`src/rtl/alu_seq.sv`:
```
// rtl/alu_seq.sv - registered ALU with valid/ready handshake and iterative shift-add multiplier
module alu_seq #(
    parameter int WIDTH = 32,
    parameter int CNT_W = $clog2(WIDTH)
) (
    input  logic             clk_i,
    input  logic             rst_i,
    input  logic             in_valid_i,
    output logic             in_ready_o,
    input  logic [WIDTH-1:0] data1_i,
    input  logic [WIDTH-1:0] data2_i,
    input  logic [2:0]       ALUCtrl_i,
    output logic             out_valid_o,
    input  logic             out_ready_i,
    output logic [WIDTH-1:0] data_o,
    output logic             Zero_o,
    output logic             Overflow_o,
    output logic             Illegal_o
);

    localparam logic [1:0] S_IDLE = 2'd0;
    localparam logic [1:0] S_MUL  = 2'd1;
    localparam logic [1:0] S_DONE = 2'd2;

    localparam logic [2:0] OP_ADD = 3'b000;
    localparam logic [2:0] OP_SUB = 3'b001;
    localparam logic [2:0] OP_AND = 3'b010;
    localparam logic [2:0] OP_OR  = 3'b011;
    localparam logic [2:0] OP_SLT = 3'b100;
    localparam logic [2:0] OP_MUL = 3'b101;
    localparam logic [2:0] OP_XOR = 3'b110;

    localparam logic [CNT_W-1:0] CNT_LAST = CNT_W'(WIDTH - 1);

    logic [1:0]       state;
    logic [WIDTH-1:0] mcand;
    logic [WIDTH-1:0] mplier;
    logic [WIDTH-1:0] acc;
    logic [CNT_W-1:0] cnt;

    logic [WIDTH-1:0] acc_next;
    logic [WIDTH-1:0] sum;
    logic [WIDTH-1:0] diff;
    logic [WIDTH-1:0] alu_res;
    logic             alu_ovf;
    logic             alu_ill;

    assign in_ready_o = (state == S_IDLE);
    assign acc_next   = mplier[0] ? (acc + mcand) : acc;
    assign sum        = data1_i + data2_i;
    assign diff       = data1_i - data2_i;

    // Overflow uses the sign-bit rule: operand signs vs. result sign
    always_comb begin
        alu_res = '0;
        alu_ovf = 1'b0;
        alu_ill = 1'b0;
        case (ALUCtrl_i)
            OP_ADD: begin
                alu_res = sum;
                alu_ovf = (data1_i[WIDTH-1] == data2_i[WIDTH-1]) &&
                          (sum[WIDTH-1] != data1_i[WIDTH-1]);
            end
            OP_SUB: begin
                alu_res = diff;
                alu_ovf = (data1_i[WIDTH-1] != data2_i[WIDTH-1]) &&
                          (diff[WIDTH-1] != data1_i[WIDTH-1]);
            end
            OP_AND:  alu_res = data1_i & data2_i;
            OP_OR:   alu_res = data1_i | data2_i;
            OP_SLT:  alu_res = {{(WIDTH-1){1'b0}}, ($signed(data1_i) < $signed(data2_i))};
            OP_XOR:  alu_res = data1_i ^ data2_i;
            OP_MUL:  alu_res = '0;
            default: alu_ill = 1'b1;
        endcase
    end

    always_ff @(posedge clk_i) begin
        if (rst_i) begin
            state       <= S_IDLE;
            out_valid_o <= 1'b0;
            data_o      <= '0;
            Zero_o      <= 1'b0;
            Overflow_o  <= 1'b0;
            Illegal_o   <= 1'b0;
            mcand       <= '0;
            mplier      <= '0;
            acc         <= '0;
            cnt         <= '0;
        end else begin
            case (state)
                S_IDLE: begin
                    if (in_valid_i) begin
                        if (ALUCtrl_i == OP_MUL) begin
                            mcand  <= data1_i;
                            mplier <= data2_i;
                            acc    <= '0;
                            cnt    <= '0;
                            state  <= S_MUL;
                        end else begin
                            data_o      <= alu_res;
                            Zero_o      <= (alu_res == '0);
                            Overflow_o  <= alu_ovf;
                            Illegal_o   <= alu_ill;
                            out_valid_o <= 1'b1;
                            state       <= S_DONE;
                        end
                    end
                end
                S_MUL: begin
                    acc    <= acc_next;
                    mcand  <= mcand << 1;
                    mplier <= mplier >> 1;
                    cnt    <= cnt + CNT_W'(1);
                    if (cnt == CNT_LAST) begin
                        data_o      <= acc_next;
                        Zero_o      <= (acc_next == '0);
                        Overflow_o  <= 1'b0;
                        Illegal_o   <= 1'b0;
                        out_valid_o <= 1'b1;
                        state       <= S_DONE;
                    end
                end
                S_DONE: begin
                    if (out_ready_i) begin
                        out_valid_o <= 1'b0;
                        state       <= S_IDLE;
                    end
                end
                default: state <= S_IDLE;
            endcase
        end
    end

endmodule

```
`config.mk`:
```
export PLATFORM = sky130hd
export DESIGN_NAME = alu_seq
export DESIGN_NICKNAME = d
export VERILOG_FILES = /design/src/rtl/alu_seq.sv
export SDC_FILE = /design/constraint.sdc
export NUM_CORES = 1
export LEC_CHECK = 0
export CAP_MARGIN = 20
export CORE_MARGIN = 5
export CORE_UTILIZATION = 40
export CTS_CLUSTER_DIAMETER = 50
export DETAILED_ROUTE_END_ITERATION = 8
export PLACE_DENSITY = 0.66
export SYNTH_ARGS = -nofsm -noshare
export SYNTH_HDL_FRONTEND = slang
export SYNTH_SLANG_ARGS = --single-unit
```
`constraint.sdc`:
```
create_clock -name clk_i -period 3.1 [get_ports clk_i]
set_input_delay 0.31 -clock clk_i [delete_from_list [all_inputs] [get_ports clk_i]]
set_output_delay 0.31 -clock clk_i [all_outputs]
set_load 0.02 [all_outputs]
```
**Word-level counts from Yosys, hierarchy flattened**

Cells that the tools add are included.
W data, S select, Z words.

- Flip-flop bits (word level): 139
- Latch bits: 0
- RAM bits: 0
- Memory bits (read-only): 0
- Bits of input ports: 71
- Output and inout bits: 37
- Word-level logic and storage cells: 90
- Memories: 0

- Add/sub/neg operators: 4
- $mul: 0
- Divide/modulo/power cells: 0
- Order comparisons: 1
- Equality and inequality tests: 18
- Shifts and indexed selects: 0
- Muxes and demuxes: 41
- Bitwise logic cells: 3
- Reductions and logical operators: 13

Operators by type and width:

| operator | number |
|---|---|
| $mux W32 | 10 |
| $pmux W32 S2 | 4 |
| $pmux W32 S6 | 1 |
| $add A32 B32 Y32 | 2 |
| $logic_not A32 Y1 | 2 |
| $and A32 B32 Y32 | 1 |
| $lt A32 B32 Y1 | 1 |
| $or A32 B32 Y32 | 1 |
| $sub A32 B32 Y32 | 1 |
| $xor A32 B32 Y32 | 1 |
| $mux W1 | 13 |
| $mux W5 | 2 |
| $pmux W5 S2 | 1 |
| $eq A3 B3 Y1 const B | 3 |
| $mux W2 | 4 |
| $ne A2 B2 Y1 const B | 4 |
| $pmux W1 S2 | 4 |
| $eq A3 B2 Y1 const B | 2 |
| $pmux W2 S3 | 1 |
| $reduce_and A3 Y1 | 2 |
| $reduce_or A6 Y1 | 1 |
| $add A5 B1 Y5 const B | 1 |
| $eq A5 B5 Y1 const B | 1 |
| $reduce_and A5 Y1 | 1 |
| 13 further kinds | 16 |

**Logic depth before layout (Yosys ltp)**

Gate-level depths: netlist (run 1).

- Depth in word-level cells: 7
- Depth in mapped cells: 15
- Gate-level depth less buffers: 15

**Worst setup path before layout (run 1)**

OpenSTA, ideal clock, no wires.

- Kind: input to register
- Start point: input port data1_i[0]
- End point: register Zero_o
- Setup time: 0.087 ns
- Data arrival time: 3.170 ns
- Data required time: 3.013 ns
- Setup slack: -0.157 ns
- Stages: 15
- Buffers on the path: 0
- Cells stage by stage: inv_1 ha_1 inv_1 fa_1 nor2b_2 o311ai_4 a21oi_1 or3_1 o2111a_1 a221o_1 nor4b_1 nand4_1 nor4_1 nand4_1 o31ai_1

- Word-level cells in the longest chain between the ends: 6
- Elaborated cells on any way between the ends: 11
- Those cells by class: 2 x add/sub; 1 x order compare; 4 x mux; 3 x bitwise; 1 x reduce/logical

RTL lines:

| item | line | source |
|---|---|---|
| from (decl) | 10 | `input logic [WIDTH-1:0] data1_i,` |
| $sub A32 B32 Y32 (tied with other cells) | 51 | `assign diff = data1_i - data2_i;` |
| $pmux W32 S6 (*) | 58 | `case (ALUCtrl_i)` |
| $logic_not A32 Y1 (*) | 102 | `Zero_o <= (alu_res == '0);` |
| $mux W1 (*) | 94 | `if (ALUCtrl_i == OP_MUL) begin` |
| $mux W1 (*) | 93 | `if (in_valid_i) begin` |
| $pmux W1 S2 (*) | 91 | `case (state)` |
| to (signal assigned) | 102 |  |
| to (signal assigned) | 117 | `Zero_o <= (acc_next == '0);` |
| to (decl) | 16 | `output logic Zero_o,` |

Mark *: on every way between the ends. The rest lies on a longest branch, timed or not. The select of a mux whose other input is x is not followed.
A chain may end at the register's enable or synchronous reset.

**Final worst setup path (run 1)**

- Start point: register acc[0]
- End point: register Zero_o

- Word-level cells in the longest chain between the ends: 5

RTL lines:

| item | line | source |
|---|---|---|
| from (decl) | 38 | `logic [WIDTH-1:0] acc;` |
| from (signal assigned) | 111 | `acc <= acc_next;` |
| $add A32 B32 Y32 | 49 | `assign acc_next = mplier[0] ? (acc + mcand) : acc;` |
| $mux W32 (*) | 49 |  |
| $logic_not A32 Y1 (*) | 117 |  |
| $mux W1 (*) | 115 | `if (cnt == CNT_LAST) begin` |
| $pmux W1 S2 (*) | 91 |  |

Marks and branches as above.

==> results.toml, run 1 <==
[outcome]
outcome = "finished, violations left"
violations = "negative setup slack"

[sta]
rsz0062_at_grt = "yes"
finalWorstSetupSlack_ns = -0.361
hold_slack_ns = 0.242
hold_viol = 0
setup-tns-final_ns = -0.928
fin_worst_skew_ns = 0.0107
setup_viol = 8
fin_crit_ns = 3.46
period_share = 1.12
relSlewSlack = 0.365
final_max_slew_viol_count = 0
tightest_slew_ns = 0.952
timing.fmax_mhz = 289

[drt]
routedWlPerCell_um = 20.2
first_pass_iters = 6
drc_errors = 0
finalWirelength_mm = 58.9
detail_route.vias_per_cell = 5.79
detail-route-antenna-nets = 0
vias = 16927
first_iter_violations = 1473

[clock_tree]
htree_num_levels = 4
clock_latency_ns = 0.46
cts_sinks = 139
cts_tree = "done"
cts_buffers = 17
clockRootBuffer = "clkbuf_16"
clock_path_buffers = 2
path_clk_slew_ns = 0.07

[placed_design]
port_buffers = 107
routabilityCongestion = 1.00
hpwl_mm = 43.4
place_area_um2 = 18500

[final_layout]
layout_common_cells = "buf_4, nand2_1, nor2_1"
final_common_cell = "buf_4"
antennaDiodeCount = 0
postLayoutCellArea_um2 = 20900
nNetsFinal = 2671
drive_above_1_share = 0.336
syn_to_final_growth_pct = 53.1
fin_util = 0.622

[synth]
netlist_instances = 1946
synth_cell_type_count = 88
synth_warnings = 0
synth-edff-count = 0
ys_seq_elements = 139
synthArstFlopShare = 0
syn_avg_cell_area_um2 = 7.02
ys_seq_area_frac = 0.204
synth_area_um2 = 13700
ys.flop_type = "dfxtp_1"
synth_nets = 2156

[global_routing]
grt_overflow_total = 0
grt_max_degree = 92
grt_pass1_wl_mm = 89.5
antenna_found_initial = 0
gr-usage-all-layers = 0.290
grt_pass1_vias = 16429

[floorplanning]
placementRows = 67
die_h_um = 195
fp.dieW_um = 195
die_area_um2 = 38000
core_area_um2 = 33600
io-pin-count = 108
initial_core_util = 0.407

[flow_run]
cap_violations = 0

[setup_path]
start_kind = "flip-flop"
endpoint_kind = "flip-flop"
required_ns = 3.47
crit_path_max_fanout = 3
worst_ep_arrival_time_ns = 3.83
crit_type = "reg2reg"

[power_and_ir_drop]
finalPower_w = 0.00694
p_clk_frac = 0.322
p_comb_frac = 0.398
power_density_nw_per_um2 = 332
seqPwrFrac = 0.280
irDropWorstVdd_v = 0.000434
p_int_w = 0.00437
power.static_leakage_nw = 9.11
p_sw_frac = 0.371
p_sw_w = 0.00257

[worst_hold_path]
hold_path_class = "in2reg"
synthesized netlist by cell type, drive strengths merged (23+ instances only):
master  instances  area, um^2
nand2b         23         144
ha            136        1700
dfxtp         139        2780
buf            34         176
a311oi         67         587
nand2         267        1000
nor2          249         937
clkbuf        102         383
nor3           44         231
a21oi         153         766
nand4          23         144
nor4           24         163
a211oi         30         265
xnor2          33         289
o21ai         136         681
inv           112         420
metrics by stage:
| stage | cells | setup slack (ns) |
|---|---|---|
| global route | 2922 | -0.496 |
| detailed placement | 2850 | -1.05 |
| global placement | 2850 | -1.02 |
| CTS | 2897 | -0.482 |
| floorplan | 1946 | -0.0491 |
| finish | 2922 | -0.361 |
power groups by stage:
| stage | registers [W] | logic (W) | clock network, W |
|---|---|---|---|
| final | 0.00195 | 0.00276 | 0.00223 |
| after global placement | 0.00198 | 0.00239 | 0 |
| after detailed placement | 0.00198 | 0.00241 | 0 |
| after floorplan | 0.00202 | 0.00116 | 0 |
| after CTS | 0.00194 | 0.00255 | 0.00225 |
| after global routing | 0.00196 | 0.00295 | 0.00232 |
flip-flops by register name (all words and copies together) (netlist names):
name	cells
acc	32
Zero_o	1
cnt	5
out_valid_o	1
mplier	32
mcand	32
data_o	32
state	2
Overflow_o	1
Illegal_o	1
worst max-delay path, cell delays in order, from the launching register on:
cell     delay (ns)
dfxtp_2        0.34
ha_4           0.16
fa_2           0.38
a21o_1         0.19
a211o_1        0.24
a22o_1         0.22
or4_4          0.52
nor4_4         0.29
buf_4          0.16
nand4_1        0.11
nor4_2         0.21
buf_4          0.16
nand4_1        0.10
o21ba_2        0.24
o31ai_1        0.05
cell families after synthesis:
group           Yosys count  synth area share
buf+inv                 248            0.0717
compound gates          612             0.304
mux                      23            0.0173
flops                   139             0.204
simple gates            741             0.246
fa+ha+maj               139             0.129
xor+xnor                 44            0.0282
final cells by class:
| class | count | area [um^2] |
|---|---|---|
| Multi-Input combinational cell | 1559 | 11400 |
| Clock inverter | 15 | 178 |
| Tap cell | 448 | 561 |
| Sequential cell | 139 | 2790 |
| Clock buffer | 17 | 425 |
| Timing Repair Buffer | 632 | 5180 |
| Fill cell | 2993 | 12700 |
| Inverter | 112 | 420 |
worst paths after layout:
kind	from	endpoint	depth (start not counted)	slack [ns]
setup / recovery	acc[0]	Zero_o	14	-0.36
hold / removal	data1_i[0]	mcand[0]	4	0.24
setup reg to reg	acc[0]	Zero_o	14	-0.36
hold reg to reg	data_o[19]	data_o[19]	2	0.46
routing by layer:
layer | up-vias | global-route usage | part of all wire
li1 | 8019 | - | -
met1 | 8118 | 0.398 | 0.44
met2 | 672 | 0.480 | 0.46
met3 | 118 | 0.0390 | 0.073
met4 | 0 | 0.0807 | 0.026
met5 | - | 0 | 0
what timing repair did:
action / 4_1_cts / 5_1_grt
setup buffers: 16 / 33
pin swaps: 70 / 98
gates resized for setup: 157 / 244
hold buffers: 0 / 0
endpoints found under the setup margin: 28 / 28
No activity file was read; power rests on OpenSTA's default activity.
==> inputs of run 2 (changes only) <==
- CTS_CLUSTER_SIZE: not set -> 10
- PLACE_DENSITY: 0.66 -> not set
==> results.toml, run 2 (synthesis gave the netlist of run 1 again) <==
[floorplanning]
io-pin-count = 108
fp.dieW_um = 195
core_area_um2 = 33600
placementRows = 67
initial_core_util = 0.407
die_h_um = 195
die_area_um2 = 38000

[setup_path]
crit_slowest_cell = "fa_2"
path_cells = "ha_4 > fa_2 > a211o_1 > a21o_4 > a211oi_4 > o221ai_4 > o2111a_1 > nor4_2 > o31ai_2 > buf_4 > nor4_2 > nand4_1 > o21ba_4 > o31ai_4"
startpoint = "mcand[0]"
start_kind = "flip-flop"
required_ns = 3.47
cp-endpoint = "Zero_o"
reg2reg_slack_ns = -0.47
rr_worst_depth = 14
r2r_start = "mcand[0]"
r2r_end = "Zero_o"
crit_type = "reg2reg"
crit_path_max_fanout = 3
crit_top_cell = "nor4_2"
cpPeakStageDelay_ns = 0.37
endpoint_kind = "flip-flop"
worst_ep_arrival_time_ns = 3.94

[clock_tree]
clock_path_buffers = 2
clockRootBuffer = "clkbuf_16"
path_clk_slew_ns = 0.07
cts_sinks = 139
cts_tree = "done"
cts_buffers = 17
clock_latency_ns = 0.45
htree_num_levels = 4
ctsHoldBuffers = 0

[power_and_ir_drop]
p_comb_frac = 0.401
p_sw_w = 0.00251
power_density_nw_per_um2 = 330
seqPwrFrac = 0.283
p_sw_frac = 0.366
power.static_leakage_nw = 9.04
p_clk_frac = 0.316
irDropWorstVdd_v = 0.000414
p_int_w = 0.00435

[worst_hold_path]
holdPathStages = 4
hold_path_class = "in2reg"

[final_layout]
final_common_cell = "buf_4"
postLayoutCellArea_um2 = 20800
syn_to_final_growth_pct = 52.1
nNetsFinal = 2682
layout_common_cells = "buf_4, nand2_1, nor2_1"
antennaDiodeCount = 0
drive_above_1_share = 0.332
fillerInstances = 3043
fin_util = 0.618

[global_routing]
grt_overflow_total = 0
grt_max_degree = 77
grt_pass1_vias = 16433
grt_pass1_wl_mm = 90.0
gr-usage-all-layers = 0.292
antenna_found_initial = 1

[placed_design]
port_buffers = 107
hpwl_mm = 44.2
place_area_um2 = 18500
routabilityCongestion = 0.997

[drt]
detail_route.vias_per_cell = 5.75
finalWirelength_mm = 58.3
first_pass_iters = 5
first_iter_violations = 1369
detail-route-antenna-nets = 0
routedWlPerCell_um = 19.9
drc_errors = 0
vias = 16869

[sta]
hold_viol = 0
fin_worst_skew_ns = 0.0128
timing.fmax_mhz = 280
tightest_slew_ns = 0.926
setup_viol = 15
period_share = 1.15
finalWorstSetupSlack_ns = -0.471
fin_crit_ns = 3.57
relSlewSlack = 0.382
rsz0062_at_grt = "yes"
final_max_slew_viol_count = 0

[outcome]
outcome = "finished, violations left"
violations = "negative setup slack"

[flow_run]
cap_violations = 0
run 2: changes by cell type in the layout (fill, tap and decap cells not counted), moves of 5 or more:
cell,delta
dlygate4sd2_1,+9
dlymetal6s2s_1,-11
buf_4,+14
o21ai_0,+7
nor2_1,+7
clkdlybuf4s50_1,-6
ha_2,+7
nor2_2,-5
ha_1,-7
run 2: per-layer routing:
metal	GRT usage	share of wire	wire length, um
met3	0.0429	0.067	3920
met4	0.0892	0.025	1480
met2	0.471	0.46	26700
met5	0	0.00015	9
met1	0.404	0.45	26200
run 2: layout make-up:
cell class / count / area [um^2] / share of cell area
sequential: 139 / 2790 / 0.134
tap: 448 / 561 / 0.0270
timing repair buffer: 643 / 5180 / 0.249
clock buffer: 18 / 429 / 0.0207
clock inverter: 14 / 164 / 0.00789
multi-input combinational: 1559 / 11200 / 0.540
inverter: 112 / 420 / 0.0202
run 2: repair_timing:
item / 4_1_cts / 5_1_grt
resized for setup: 258 / 136
endpoints found under the setup margin: 30 / 31
pin swaps: 74 / 92
buffers inserted: 31 / 20
run 2: power by group through the flow:
stage	sequential [W]	clock, W	combinational, W
CTS	0.00194	0.00220	0.00262
finish	0.00194	0.00217	0.00275
floorplan	0.00202	0	0.00116
global placement	0.00198	0	0.00240
global route	0.00195	0.00227	0.00295
detailed placement	0.00198	0	0.00241
run 2: how the worst min path moves through the flow:
stage                start  slack (ns)     endpoint
6_report        data1_i[0]        0.24     mcand[0]
5_1_grt         data1_i[0]        0.27     mcand[0]
3_3_place_gp    data_o[19]        0.44   data_o[19]
3_5_place_dp    data_o[19]        0.45   data_o[19]
4_1_cts         data1_i[0]        0.22     mcand[0]
2_1_floorplan  out_ready_i        0.43  out_valid_o
run 2: per-stage QoR:
stage	setup WS (ns)	total power, W	cells	hold WS, ns	setup TNS, ns
2_1_floorplan	-0.0491	0.00318	1946	0.428	-0.0491
3_3_place_gp	-1.06	0.00438	2856	0.438	-17.65
3_5_place_dp	-1.09	0.00439	2856	0.446	-19.01
4_1_cts	-0.503	0.00676	2917	0.216	-1.71
5_1_grt	-0.532	0.00717	2933	0.266	-3.62
6_report	-0.471	0.00687	2933	0.236	-2.05
run 2: worst max-delay path, delay by kind of cell (launching register included):
kind            cells  cell delay, ns
compound gates      8            1.83
simple gates        3            0.61
fa+ha+maj           2            0.53
flops               1            0.34
buf+inv             1            0.17
